`config.mk`:
```
export PLATFORM = sky130hd
export DESIGN_NAME = sb_tx_serializer_flat
export DESIGN_NICKNAME = d
export VERILOG_FILES = /design/src/rtl/sb_tx_serializer_if.sv /design/src/rtl/sb_tx_serializer.sv /design/src/flat_wrapper.sv
export SDC_FILE = /design/constraint.sdc
export NUM_CORES = 1
export LEC_CHECK = 0
export BUFFER_PORTS_ARGS = -buffer_cell sky130_fd_sc_hd__buf_2
export CAP_MARGIN = 0
export CORE_MARGIN = 2
export CORE_UTILIZATION = 55
export DETAILED_ROUTE_END_ITERATION = 10
export GPL_ROUTABILITY_DRIVEN = 0
export PLACE_DENSITY = 0.95
export SYNTH_ARGS = -nofsm -noshare
export SYNTH_HDL_FRONTEND = slang
export SYNTH_SLANG_ARGS = --single-unit
export TNS_END_PERCENT = 5
```
`constraint.sdc`:
```
create_clock -name clk_800MHz -period 7 [get_ports clk_800MHz]
set_input_delay 0.7 -clock clk_800MHz [delete_from_list [all_inputs] [get_ports clk_800MHz]]
set_output_delay 0.7 -clock clk_800MHz [all_outputs]
set_load 0.03 [all_outputs]
```
`src/rtl/sb_tx_serializer_if.sv`:
```
// Sideband TX message port between an LTSM state block and the pin-side serializer.
// SB_msg_t carries the 64-bit sideband header; opcode occupies bits [4:0].
interface sb_tx_serializer_if;
   typedef struct packed {
      logic        dp;
      logic        cp;
      logic [2:0]  dst_id;
      logic [2:0]  src_id;
      logic [15:0] msg_info;
      logic [7:0]  msg_num;
      logic [26:0] rsvd;
      logic [4:0]  opcode;
   } SB_msg_t;

   logic        enable_i;
   SB_msg_t     SB_TX_msg_i;
   logic [63:0] SB_TX_dataBus_i;
   logic        SB_TX_msg_valid_i;
   logic        SB_TX_msg_sendNextFlag_o;
   logic        SB_clkPin_TX_o;
   logic        SB_dataPin_TX_o;
   logic        busy_o;
   logic        pkt_sent_o;

   modport master (
      output enable_i, SB_TX_msg_i, SB_TX_dataBus_i, SB_TX_msg_valid_i,
      input  SB_TX_msg_sendNextFlag_o, SB_clkPin_TX_o, SB_dataPin_TX_o, busy_o, pkt_sent_o
   );

   modport slave (
      input  enable_i, SB_TX_msg_i, SB_TX_dataBus_i, SB_TX_msg_valid_i,
      output SB_TX_msg_sendNextFlag_o, SB_clkPin_TX_o, SB_dataPin_TX_o, busy_o, pkt_sent_o
   );
endinterface

```
`src/rtl/sb_tx_serializer.sv`:
```
// Sideband TX serializer: 64-bit header (optionally followed by a 64-bit payload when
// SB_TX_DATA_EN is defined) sent LSB-first with a gated forwarded clock, 1 UI = 2 cycles.
//
// state | meaning
// IDLE  | ready = enable_i, waiting for a message
// HDR   | shifting out the 64 header bits
// GAP_H | DEAD_UI idle UIs after the header
// DATA  | shifting out the 64 payload bits
// GAP_D | DEAD_UI idle UIs after the payload
module sb_tx_serializer #(
   parameter int unsigned DEAD_UI = 32
) (
   input logic               clk_800MHz,
   input logic               reset,
   sb_tx_serializer_if.slave bus
);
   localparam logic [4:0]       OP_MSG_WITH_64B_DATA = 5'b11011;
   localparam int unsigned      GAP_W    = (DEAD_UI > 1) ? $clog2(DEAD_UI) : 1;
   localparam logic [GAP_W-1:0] GAP_LAST = GAP_W'(DEAD_UI - 1);

   typedef enum logic [2:0] {IDLE, HDR, GAP_H, DATA, GAP_D} state_t;

   state_t           state_q, state_d;
   logic [5:0]       bit_cnt_q, bit_cnt_d;
   logic             phase_q, phase_d;
   logic [GAP_W-1:0] gap_cnt_q, gap_cnt_d;
   logic [63:0]      hdr_q, hdr_d;
   logic             has_data_q, has_data_d;
   logic             ready_q, ready_d;
   logic             clk_pin_q, clk_pin_d;
   logic             data_pin_q, data_pin_d;
   logic             busy_q, busy_d;
   logic             pkt_sent_q, pkt_sent_d;
`ifdef SB_TX_DATA_EN
   logic [63:0]      pay_q, pay_d;
`endif

   always_comb begin
      state_d    = state_q;
      bit_cnt_d  = bit_cnt_q;
      phase_d    = phase_q;
      gap_cnt_d  = gap_cnt_q;
      hdr_d      = hdr_q;
      has_data_d = has_data_q;
`ifdef SB_TX_DATA_EN
      pay_d      = pay_q;
`endif
      pkt_sent_d = 1'b0;

      // Disable wins over everything: the partial packet is dropped without a pkt_sent pulse.
      if (!bus.enable_i) begin
         state_d   = IDLE;
         bit_cnt_d = '0;
         phase_d   = 1'b0;
         gap_cnt_d = '0;
      end else begin
         unique case (state_q)
            IDLE: begin
               if (bus.SB_TX_msg_valid_i && ready_q) begin
                  hdr_d      = bus.SB_TX_msg_i;
`ifdef SB_TX_DATA_EN
                  pay_d      = bus.SB_TX_dataBus_i;
                  has_data_d = (bus.SB_TX_msg_i.opcode == OP_MSG_WITH_64B_DATA);
`else
                  has_data_d = 1'b0;
`endif
                  state_d    = HDR;
                  bit_cnt_d  = '0;
                  phase_d    = 1'b0;
               end
            end
            HDR, DATA: begin
               phase_d = ~phase_q;
               if (phase_q) begin
                  bit_cnt_d = bit_cnt_q + 6'd1;
                  if (bit_cnt_q == 6'd63) begin
                     gap_cnt_d = '0;
                     state_d   = (state_q == HDR) ? GAP_H : GAP_D;
                  end
               end
            end
            GAP_H, GAP_D: begin
               phase_d = ~phase_q;
               if (phase_q) begin
                  gap_cnt_d = gap_cnt_q + GAP_W'(1);
                  if (gap_cnt_q == GAP_LAST) begin
                     gap_cnt_d = '0;
                     bit_cnt_d = '0;
                     if ((state_q == GAP_H) && has_data_q) begin
                        state_d = DATA;
                     end else begin
                        state_d    = IDLE;
                        pkt_sent_d = 1'b1;
                     end
                  end
               end
            end
            default: state_d = IDLE;
         endcase
      end

      // Pins are computed from next-state values so they are registered yet aligned with the state.
      ready_d    = (state_d == IDLE) && bus.enable_i;
      busy_d     = (state_d != IDLE);
      clk_pin_d  = ((state_d == HDR) || (state_d == DATA)) && phase_d;
      data_pin_d = 1'b0;
      if (state_d == HDR) begin
         data_pin_d = hdr_d[bit_cnt_d];
      end
`ifdef SB_TX_DATA_EN
      else if (state_d == DATA) begin
         data_pin_d = pay_d[bit_cnt_d];
      end
`endif
   end

   always_ff @(posedge clk_800MHz or posedge reset) begin
      if (reset) begin
         state_q    <= IDLE;
         bit_cnt_q  <= '0;
         phase_q    <= 1'b0;
         gap_cnt_q  <= '0;
         hdr_q      <= '0;
         has_data_q <= 1'b0;
         ready_q    <= 1'b0;
         clk_pin_q  <= 1'b0;
         data_pin_q <= 1'b0;
         busy_q     <= 1'b0;
         pkt_sent_q <= 1'b0;
`ifdef SB_TX_DATA_EN
         pay_q      <= '0;
`endif
      end else begin
         state_q    <= state_d;
         bit_cnt_q  <= bit_cnt_d;
         phase_q    <= phase_d;
         gap_cnt_q  <= gap_cnt_d;
         hdr_q      <= hdr_d;
         has_data_q <= has_data_d;
         ready_q    <= ready_d;
         clk_pin_q  <= clk_pin_d;
         data_pin_q <= data_pin_d;
         busy_q     <= busy_d;
         pkt_sent_q <= pkt_sent_d;
`ifdef SB_TX_DATA_EN
         pay_q      <= pay_d;
`endif
      end
   end

   assign bus.SB_TX_msg_sendNextFlag_o = ready_q;
   assign bus.SB_clkPin_TX_o           = clk_pin_q;
   assign bus.SB_dataPin_TX_o          = data_pin_q;
   assign bus.busy_o                   = busy_q;
   assign bus.pkt_sent_o               = pkt_sent_q;
endmodule

```
`src/flat_wrapper.sv`:
```
// flat-port wrapper written by rule: the top's interface ports become plain ports
module sb_tx_serializer_flat 
#(
   parameter int unsigned DEAD_UI = 32
)
  (clk_800MHz, reset, bus_enable_i, bus_SB_TX_msg_i, bus_SB_TX_dataBus_i, bus_SB_TX_msg_valid_i, bus_SB_TX_msg_sendNextFlag_o, bus_SB_clkPin_TX_o, bus_SB_dataPin_TX_o, bus_busy_o, bus_pkt_sent_o);
  sb_tx_serializer_if bus_i ();
  input logic clk_800MHz;
  input logic reset;
  input wire logic [$bits(bus_i.enable_i)-1:0] bus_enable_i;
  input wire logic [$bits(bus_i.SB_TX_msg_i)-1:0] bus_SB_TX_msg_i;
  input wire logic [$bits(bus_i.SB_TX_dataBus_i)-1:0] bus_SB_TX_dataBus_i;
  input wire logic [$bits(bus_i.SB_TX_msg_valid_i)-1:0] bus_SB_TX_msg_valid_i;
  output wire logic [$bits(bus_i.SB_TX_msg_sendNextFlag_o)-1:0] bus_SB_TX_msg_sendNextFlag_o;
  output wire logic [$bits(bus_i.SB_clkPin_TX_o)-1:0] bus_SB_clkPin_TX_o;
  output wire logic [$bits(bus_i.SB_dataPin_TX_o)-1:0] bus_SB_dataPin_TX_o;
  output wire logic [$bits(bus_i.busy_o)-1:0] bus_busy_o;
  output wire logic [$bits(bus_i.pkt_sent_o)-1:0] bus_pkt_sent_o;
  assign bus_i.enable_i = bus_enable_i;
  assign bus_i.SB_TX_msg_i = bus_SB_TX_msg_i;
  assign bus_i.SB_TX_dataBus_i = bus_SB_TX_dataBus_i;
  assign bus_i.SB_TX_msg_valid_i = bus_SB_TX_msg_valid_i;
  assign bus_SB_TX_msg_sendNextFlag_o = bus_i.SB_TX_msg_sendNextFlag_o;
  assign bus_SB_clkPin_TX_o = bus_i.SB_clkPin_TX_o;
  assign bus_SB_dataPin_TX_o = bus_i.SB_dataPin_TX_o;
  assign bus_busy_o = bus_i.busy_o;
  assign bus_pkt_sent_o = bus_i.pkt_sent_o;
  sb_tx_serializer #(.DEAD_UI(DEAD_UI)) u_core (.clk_800MHz(clk_800MHz), .reset(reset), .bus(bus_i));
endmodule
```
==> results of run 1 <==
[cell families (layout without fill, tap and decap cells)]
family	Yosys count	count (layout)	synth area share, %
simple gates	100	100	12.1
buf+inv	27	99	3.65
flops	84	84	49.9
compound gates	42	42	7.99
xor+xnor	3	3	0.624
fa+ha+maj	3	3	0.891
mux	94	94	24.8
[cell usage after synthesis (2+ instances only)]
cell | count | area (um2)
o21ai_0 | 3 | 15.0
dfrtp_1 | 84 | 2100
and3_1 | 3 | 18.8
nand3b_1 | 2 | 15.0
nand2_1 | 18 | 67.6
buf_2 | 9 | 45.0
nand4_1 | 2 | 12.5
inv_1 | 8 | 30.0
o22ai_1 | 2 | 12.5
mux2_2 | 83 | 935
ha_1 | 3 | 37.5
nor3_1 | 14 | 70.1
mux2i_1 | 11 | 110
a211oi_1 | 4 | 30.0
o211ai_1 | 4 | 30.0
or3_1 | 9 | 56.3
xnor2_1 | 3 | 26.3
buf_6 | 4 | 45.0
a32oi_1 | 4 | 35.0
clkbuf_1 | 4 | 15.0
a41o_1 | 2 | 20.0
a22oi_1 | 3 | 22.5
nor2_1 | 30 | 113
or4_1 | 2 | 15.0
nor4_1 | 2 | 12.5
a31oi_1 | 4 | 25.0
o31ai_1 | 2 | 15.0
nand2b_1 | 4 | 25.0
nand4b_1 | 2 | 17.5
nand3_1 | 4 | 20.0
[state kept, by name, summed over array words and instances, names as in the netlist]
name	cells
u_core.hdr_q	64
u_core.bus.SB_dataPin_TX_o	1
u_core.state_q	3
u_core.phase_q	1
u_core.bit_cnt_q	6
u_core.bus.busy_o	1
u_core.bus.SB_TX_msg_sendNextFlag_o	1
u_core.bus.pkt_sent_o	1
u_core.bus.SB_clkPin_TX_o	1
u_core.gap_cnt_q	5
[power groups by stage]
stage | Sequential (uW) | Combinational [uW] | Clock, uW
floorplan | 615 | 200 | 0
global placement | 617 | 248 | 0
detailed placement | 626 | 263 | 0
CTS | 617 | 265 | 345
global route | 625 | 290 | 368
finish | 617 | 263 | 341
[cell usage in the layout, fill, tap and decap left out, types with 7 or more instances in the layout]
master    count
dfrtp_1      84
mux2_2       83
buf_2        72
nor2_1       30
nand2_1      18
nor3_1       14
mux2i_1      11
or3_1         9
clkbuf_8      9
inv_1         7
[metrics by stage]
step | worst slack (ns) | area [um2]
2_1_floorplan | 4.04 | 4210
3_3_place_gp | 3.32 | 4590
3_5_place_dp | 3.26 | 4590
4_1_cts | 3.22 | 4780
5_1_grt | 3.01 | 4780
6_report | 3.21 | 4780
[worst paths after layout]
kind                                          start                         end  slack, ns  cells after the start
min in group asynchronous                     reset           u_core.bus.busy_o       0.64                      3
max in group asynchronous                     reset  u_core.bus.SB_dataPin_TX_o       5.72                      3
worst max-delay path            u_core.gap_cnt_q[0]  u_core.bus.SB_dataPin_TX_o       3.21                     12
worst min-delay path            u_core.gap_cnt_q[3]         u_core.gap_cnt_q[3]       0.49                      1
worst max register to register  u_core.gap_cnt_q[0]  u_core.bus.SB_dataPin_TX_o       3.21                     12
worst min register to register  u_core.gap_cnt_q[3]         u_core.gap_cnt_q[3]       0.49                      1
[area by class of cell]
cell class | count | share of cell area (%)
repair buffers | 74 | 7.85
flip-flops and latches | 84 | 43.9
clock inverters | 6 | 1.33
inverters | 9 | 0.732
multi-input cells | 242 | 40.9
clock buffers | 10 | 2.67
well taps | 99 | 2.59
[per-layer routing]
| layer | GRT usage, % | vias up | wire [um] |
|---|---|---|---|
| met4 | 6.44 | 0 | 131 |
| met5 | 0 | - | 0 |
| met1 | 26.6 | 1486 | 3630 |
| li1 | - | 1425 | - |
| met3 | 7.22 | 12 | 572 |
| met2 | 38.0 | 97 | 4490 |
==> flow_metrics.env, run 1 <==
export IMPL_status="finished clean"
export IMPL_multi_input_area_um2=1960
export IMPL_finalNonFillerCells=524
export IMPL_grt_max_degree=85
export IMPL_ys_types=54
export IMPL_fill_cells=544
export IMPL_cts_max_level=3
export IMPL_cts_root_buf="clkbuf_8"
export IMPL_rsz0062_at_grt="no"
export IMPL_boundaryPins=137
export IMPL_hold_buffers=0
export IMPL_crit_family="compound AO/OA/AOI/OAI gates"
export IMPL_swShare_pct=26.7
export IMPL_finalCritPeriodShare_pct=54.1
export IMPL_max_clock_path_buffers=2
export IMPL_grt_pass1_wl_um=14700
export IMPL_syn_area_um2=4210
export IMPL_dr_pass1_iters=4
export IMPL_cts_tree="done"
export IMPL_dpl_cell_count=508
export IMPL_seqCellArea_um2=2100
export IMPL_wirelength_um=8820
export IMPL_drt_antenna_violating_nets=0
export IMPL_post_cts_resized=0
export IMPL_synth_edf_count=0
export IMPL_power_leakage_uw=0.00223
export IMPL_vdd_drop_max_mv=0.109
export IMPL_tightest_slew_ns=1.12
export IMPL_powerDensity_nw_per_um2=255
export IMPL_power_switching_uw=326
export IMPL_slew_violations=0
export IMPL_ys_flop_type="dfrtp_1"
export IMPL_start_util_pct=57.5
export IMPL_clock_latency_ns=0.36
export IMPL_crit_type="flop to flop"
export IMPL_async_flop_share_pct=100
export IMPL_finalSetupViolCount=0
export IMPL_vias=3020
export IMPL_via_per_inst=5.76
export IMPL_worst_path_buf_inv=1
export IMPL_relSlewSlack_pct=24.9
export IMPL_cpMaxStageDelayCell="o31a_1"
export IMPL_rows=31
export IMPL_pwr_share_comb_pct=21.6
export IMPL_drive_gt1_share_pct=42.8
export IMPL_period_needed_ns=3.79
export IMPL_cts_sinks=84
export IMPL_die_w_um=91.5
export IMPL_synth_nets=488
export IMPL_cap_violations=0
export IMPL_startpoint_type="flop"
export IMPL_layout_nets=555
export IMPL_min_path_type="flop to flop"
export IMPL_die_y_um=91.5
export IMPL_cp_max_fo=20
export IMPL_worst_clock_skew_ns=0.00911
export IMPL_utilization_pct=65.3
export IMPL_intPower_uw=895
export IMPL_grt_pass1_vias=3149
export IMPL_whs_ns=0.485
export IMPL_port_buffer_count=72
export IMPL_fp_coreArea_um2=7330
export IMPL_critical_path_max_stage_delay_ns=0.66
export IMPL_drc=0
export IMPL_cp_cell_sequence="ha_1 -> and3_1 -> ha_1 -> nand4b_1 -> a21oi_2 -> o31a_1 -> buf_4 -> mux2_2 -> nand2_1 -> a32o_1 -> or4_1 -> a32oi_1"
export IMPL_total_power_uw=1220
export IMPL_hpwlAfterDp_um=6110
export IMPL_arrival_ns=4.06
export IMPL_power_share_clock_pct=27.9
export IMPL_p_seq_share_pct=50.5
export IMPL_synthCells=353
export IMPL_final_setup_tns_ns=0
export IMPL_hold_viol=0
export IMPL_diodes=0
export IMPL_worst_ep_required_time_ns=7.28
export IMPL_synth_seq_cells=84
export IMPL_grt_overflow=0
export IMPL_cpMostUsedCell="ha_1"
export IMPL_die_area_um2=8370
export IMPL_yosysSeqAreaShare_pct=49.9
export IMPL_ys_warnings_count=0
export IMPL_syn_area_per_cell_um2=11.9
export IMPL_area_growth_pct=13.6
export IMPL_post_cts_buffers=0
export IMPL_track_usage_pct=22.2
export IMPL_drtIter0Drc=221
export IMPL_max_freq_mhz=264
export IMPL_antenna_found_initial=0
export IMPL_avgRoutedWirePerCell_um=16.8
export IMPL_cts_inserted_buffers=9
export IMPL_clkSlewWorstSetupHoldPaths_ns=0.08
export IMPL_worst_setup_path_end_kind="flop"
Power figures use the tool's default switching activity.
==> inputs of run 2 (changes only) <==
Settings changed: ABC_AREA set to 1, CORE_UTILIZATION 55 to 51, PLACE_DENSITY 0.95 to 0.9.
Clock period 7 ns to 3.9 ns, I/O delays scaled along.
==> run 2 against run 1 <==
Non-clock buffer count is 1 higher; critical endpoint unchanged; die area is 5.6% higher; largest power group unchanged; register-to-register slack worse by 2.3 ns; clock skew is 0.0043 ns lower; sequential cell count stayed put; highest routed layer unchanged; combinational power is 57% higher.
==> flow_metrics.env, run 2 <==
export IMPL_synth_fa_ha_area_share_pct=0.908
export IMPL_max_clock_path_buffers=2
export IMPL_period_needed_ns=3.03
export IMPL_cp_cell_sequence="ha_1 -> inv_1 -> nor3_1 -> ha_1 -> nand2_1 -> nand2_1 -> nand3_2 -> nand2_1 -> nand2_2 -> nand2_4 -> inv_4 -> nand2_1 -> nand3_1 -> nand3_1 -> nand3_1 -> nand3_1 -> nand3_1 -> nand2_1 -> nor2_1"
export IMPL_hpwlAfterDp_um=7020
export IMPL_synthCells=550
export IMPL_cts_inserted_buffers=9
export IMPL_cpMaxStageDelayCell="dfrtp_1"
export IMPL_largest_reg_flops=64
export IMPL_start_util_pct=53.0
export IMPL_die_area_um2=8840
export IMPL_grt_pass1_vias=3758
export IMPL_status="finished clean"
export IMPL_async_flop_share_pct=100
export IMPL_relSlewSlack_pct=26.5
export IMPL_clock_latency_ns=0.37
export IMPL_slew_violations=0
export IMPL_synth_xor_area_share_pct=0
export IMPL_synth_area_leaders="dfrtp_1, nand2_1, nand3_1"
export IMPL_swShare_pct=28.2
export IMPL_yosys_area_share_simple_pct=39.1
export IMPL_wirelength_um=10100
export IMPL_cts_max_level=3
export IMPL_via_per_inst=5.36
export IMPL_worst_setup_path_end_kind="flop"
export IMPL_final_common_cell="nand2_1"
export IMPL_rows=32
export IMPL_syn_area_um2=4140
export IMPL_power_leakage_uw=0.00257
export IMPL_grt_pass1_wl_um=17300
export IMPL_worst_ep_required_time_ns=4.18
export IMPL_final_setup_tns_ns=0
export IMPL_cap_violations=0
export IMPL_ys_warnings_count=0
export IMPL_arrival_ns=3.31
export IMPL_ys_types=30
export IMPL_max_freq_mhz=330
export IMPL_syn_area_per_cell_um2=7.52
export IMPL_cts_sinks=84
export IMPL_intPower_uw=1610
export IMPL_fp_coreArea_um2=7810
export IMPL_synth_area_mux_share_pct=0
export IMPL_antenna_found_initial=0
export IMPL_die_w_um=94.0
export IMPL_yosys_cell_count_top_type="nand2_1"
export IMPL_power_share_clock_pct=33.9
export IMPL_synth_nets=685
export IMPL_crit_type="flop to flop"
export IMPL_vdd_drop_max_mv=0.361
export IMPL_drive_gt1_share_pct=17.5
export IMPL_drc=0
export IMPL_startpoint_type="flop"
export IMPL_synth_top_area_share_pct=50.8
export IMPL_worst_clock_skew_ns=0.00485
export IMPL_finalCritPeriodShare_pct=77.7
export IMPL_layout_nets=747
export IMPL_min_path_type="input port to asynchronous set/reset pin"
export IMPL_grt_overflow=0
export IMPL_post_cts_resized=0
export IMPL_final_cell_mix="nand2_1, dfrtp_1, nand3_1"
export IMPL_rsz0062_at_grt="no"
export IMPL_yosysSeqAreaShare_pct=50.8
export IMPL_boundaryPins=137
export IMPL_regMostFlops="u_core.hdr_q"
export IMPL_cts_root_buf="clkbuf_8"
export IMPL_ys_flop_type="dfrtp_1"
export IMPL_cp_max_fo=33
export IMPL_diodes=0
export IMPL_synth_edf_count=0
export IMPL_power_switching_uw=633
export IMPL_area_growth_pct=15.1
export IMPL_drtIter0Drc=319
export IMPL_whs_ns=0.203
export IMPL_synth_largest_area_cell="dfrtp_1"
export IMPL_die_y_um=94.0
export IMPL_netlist_top_cells_count="nand2_1, dfrtp_1, nand3_1"
export IMPL_synth_compound_area_share_pct=3.15
export IMPL_tightest_slew_ns=1.10
export IMPL_powerDensity_nw_per_um2=472
export IMPL_synth_top_family_by_area="simple AND/OR/NAND/NOR gates"
export IMPL_post_cts_buffers=0
export IMPL_pwr_share_comb_pct=18.4
export IMPL_synth_seq_cells=84
export IMPL_cts_tree="done"
export IMPL_track_usage_pct=25.0
export IMPL_reg2reg_depth=19
export IMPL_critical_path_max_stage_delay_ns=0.41
export IMPL_avgRoutedWirePerCell_um=14.1
export IMPL_dr_pass1_iters=5
export IMPL_largestRegisters="u_core.hdr_q x64, u_core.bit_cnt_q x6, u_core.gap_cnt_q x5"
export IMPL_p_seq_share_pct=47.7
export IMPL_hold_buffers=0
export IMPL_hold_viol=0
export IMPL_grt_max_degree=65
export IMPL_vias=3854
export IMPL_port_buffer_count=72
export IMPL_clkSlewWorstSetupHoldPaths_ns=0.08
export IMPL_finalSetupViolCount=0
export IMPL_drt_antenna_violating_nets=0
## run 2: cell type report
cell class | count | area (um2)
inverter | 29 | 113
fill | 694 | 3050
tap | 102 | 128
timing repair buffer | 75 | 383
sequential | 84 | 2100
multi-input combinational | 413 | 1790
clock inverter | 6 | 111
clock buffer | 10 | 138
## run 2: stage by stage
step | cell area, um2 | utilization [%] | std cells | total power [uW] | worst slack, ns
after global routing | 4760 | 61.0 | 719 | 2370 | 0.515
after CTS | 4760 | 61.0 | 719 | 2250 | 0.892
after global placement | 4510 | 57.8 | 703 | 1470 | 0.996
final | 4760 | 61.0 | 719 | 2250 | 0.872
after detailed placement | 4510 | 57.8 | 703 | 1490 | 0.927
after floorplan | 4140 | - | 550 | 1370 | 1.34
## run 2: routing by layer
layer,share of wire [%],wire (um),GRT usage [%]
met1,42,4220,33.0
met2,50,5030,42.0
met3,6.5,658,4.41
met4,2.1,211,8.45
met5,0,0,0
## run 2: path summary, 6_finish.rpt
kind                                     start                    endpoint  slack [ns]
min in group clk_800MHz    bus_SB_TX_msg_i[51]            u_core.hdr_q[51]        0.24
setup / recovery           u_core.gap_cnt_q[0]  u_core.bus.SB_dataPin_TX_o        0.87
hold / removal                           reset   u_core.bus.SB_clkPin_TX_o        0.20
hold reg to reg                u_core.hdr_q[1]             u_core.hdr_q[1]        0.48
setup reg to reg           u_core.gap_cnt_q[0]  u_core.bus.SB_dataPin_TX_o        0.87
max in group asynchronous                reset            u_core.hdr_q[17]        2.80
## run 2: power by group through the flow
| stage | combinational [uW] | clock [uW] | sequential [uW] |
|---|---|---|---|
| 2_1_floorplan | 296 | 0 | 1080 |
| 3_3_place_gp | 391 | 0 | 1080 |
| 3_5_place_dp | 407 | 0 | 1090 |
| 4_1_cts | 413 | 769 | 1070 |
| 5_1_grt | 471 | 813 | 1080 |
| 6_report | 414 | 763 | 1070 |
## run 2: critical path, delay by kind of cell, from the launching register on
| kind | cells | cell delay (ns) |
|---|---|---|
| fa+ha+maj | 2 | 0.41 |
| buf+inv | 2 | 0.34 |
| flops | 1 | 0.41 |
| simple gates | 15 | 1.76 |
## run 2: cells by family (layout without fill, tap and decap cells)
group / after synthesis / count (layout)
simple gates: 387 / 387
flops: 84 / 84
buf+inv: 53 / 120
compound gates: 23 / 23
fa+ha+maj: 3 / 3
==> inputs of run 3 (changes only) <==
Settings changed: CORE_UTILIZATION 51 to 46, PLACE_DENSITY 0.9 to 0.86.
Clock period 3.9 ns to 2.5 ns, I/O delays scaled along.
==> run 3 against run 2 <==
The run now ends with hold timing left; utilization is 3.7 points lower; power is 46% higher; clock skew is 0.0020 ns higher; largest cell class unchanged.
==> flow_metrics.env, run 3 (synthesized netlist as in run 2, its figures left out) <==
export IMPL_violations="hold timing"
export IMPL_cts_tree="done"
export IMPL_cts_sinks=84
export IMPL_dr_pass1_iters=5
export IMPL_dpl_cell_count=723
export IMPL_die_w_um=98.8
export IMPL_cp_max_fo=9
export IMPL_power_leakage_uw=0.00267
export IMPL_diodes=0
export IMPL_largest_reg_flops=64
export IMPL_start_util_pct=47.4
export IMPL_cts_root_buf="clkbuf_8"
export IMPL_cts_max_level=3
export IMPL_drt_antenna_violating_nets=0
export IMPL_grt_pass1_wl_um=17100
export IMPL_avgRoutedWirePerCell_um=14.2
export IMPL_min_path_type="input port to asynchronous set/reset pin"
export IMPL_max_freq_mhz=409
export IMPL_largestRegisters="u_core.hdr_q x64, u_core.bit_cnt_q x6, u_core.gap_cnt_q x5"
export IMPL_finalSetupViolCount=0
export IMPL_via_per_inst=5.32
export IMPL_final_common_cell="nand2_1"
export IMPL_worst_ep_required_time_ns=2.79
export IMPL_grt_max_degree=55
export IMPL_port_buffer_count=72
export IMPL_finalNonFillerCells=744
export IMPL_final_setup_tns_ns=0
export IMPL_drc=0
export IMPL_reg2reg_depth=19
export IMPL_cts_inserted_buffers=9
export IMPL_hold_viol=14
export IMPL_worst_setup_path_end_kind="flop"
export IMPL_hpwlAfterDp_um=7430
export IMPL_crit_type="flop to flop"
export IMPL_boundaryPins=137
export IMPL_clock_latency_ns=0.36
export IMPL_dp_slack_ns=0.0533
export IMPL_antenna_found_initial=0
export IMPL_cap_violations=0
export IMPL_clkSlewWorstSetupHoldPaths_ns=0.08
export IMPL_die_y_um=98.8
export IMPL_worst_clock_skew_ns=0.00689
export IMPL_status="complete, but fails checks"
export IMPL_fp_coreArea_um2=8720
export IMPL_whs_ns=-0.0166
export IMPL_relSlewSlack_pct=48.7
export IMPL_area_growth_pct=20.7
export IMPL_slew_violations=0
export IMPL_arrival_ns=2.73
export IMPL_finalCritPeriodShare_pct=97.8
export IMPL_place_area_um2=4690
export IMPL_powerDensity_nw_per_um2=659
export IMPL_period_needed_ns=2.45
export IMPL_drive_gt1_share_pct=21.1
export IMPL_final_cell_mix="nand2_1, dfrtp_1, nand3_1"
export IMPL_startpoint_type="flop"
export IMPL_hold_buffers=0
export IMPL_rsz0062_at_grt="yes"
export IMPL_final_cell_area_um2=4990
export IMPL_tightest_slew_ns=0.770
export IMPL_max_clock_path_buffers=2
export IMPL_drtIter0Drc=260
export IMPL_vdd_drop_max_mv=0.330
export IMPL_setup_slack_ns=0.0539
export IMPL_wirelength_um=10500
export IMPL_vias=3957
export IMPL_die_area_um2=9760
export IMPL_grt_pass1_vias=3849
export IMPL_track_usage_pct=22.0
export IMPL_grt_overflow=0
export IMPL_rows=34
export IMPL_layout_nets=766
export IMPL_regMostFlops="u_core.hdr_q"
## run 3: critical path, stage by stage, from the launching register on
cell,delay [ns]
dfrtp_1,0.37
ha_2,0.18
inv_1,0.06
nor3_2,0.13
ha_2,0.22
nand2_2,0.08
nand2_2,0.10
nand3_4,0.11
nand2_4,0.10
nand2_4,0.07
nand2_8,0.12
buf_12,0.13
nand2_1,0.07
nand3_1,0.08
nand3_1,0.08
nand3_1,0.09
nand3_1,0.08
nand3_1,0.11
nand2_1,0.05
nor2_1,0.14
## run 3: stage by stage
stage / total power [uW] / util (%) / hold slack (ns)
floorplan: 2140 / - / 0.380
global placement: 2330 / 53.7 / 0.391
detailed placement: 2360 / 53.7 / 0.405
CTS: 3290 / 56.1 / 0.00573
global route: 3470 / 57.2 / 0.0468
finish: 3290 / 57.2 / -0.0166
## run 3: final cells by class
class | instances | area [um2]
repair buffers | 94 | 613
clock inverters | 5 | 52.6
well taps | 108 | 135
clock buffers | 11 | 131
fillers | 773 | 3730
inverters | 29 | 118
multi-input cells | 413 | 1840
flip-flops and latches | 84 | 2100
## run 3: path summary, 6_finish.rpt
kind | from | to | slack (ns)
setup reg to reg | u_core.gap_cnt_q[0] | u_core.bus.SB_dataPin_TX_o | 0.05
setup / recovery | u_core.gap_cnt_q[0] | u_core.bus.SB_dataPin_TX_o | 0.05
hold reg to reg | u_core.hdr_q[41] | u_core.hdr_q[41] | 0.48
min in group clk_800MHz | bus_SB_TX_msg_i[23] | u_core.hdr_q[23] | 0.11
max in group asynchronous | reset | u_core.hdr_q[49] | 1.84
hold / removal | reset | u_core.hdr_q[23] | -0.02
## run 3: routing by layer
metal	vias up	GRT usage, %	share of wire [%]
li1	1913	-	-
met1	1816	27.9	41
met2	180	35.6	48
met3	48	4.47	7.1
met4	0	11.7	3.5
met5	-	0	0
## run 3: power by group
group          switching, uW  internal [uW]
logic                    435            252
clock network            472            457
registers               75.8           1600
total                    983           2310
## run 3: repair_timing
| action | CTS | global route |
|---|---|---|
| gates resized for setup | 2 | 15 |
| endpoints found under the setup margin | 1 | 1 |
| pin swaps | 0 | 3 |
| endpoints found under the hold margin | 0 | 0 |
| setup buffers | 2 | 2 |
| cloned | 0 | 1 |
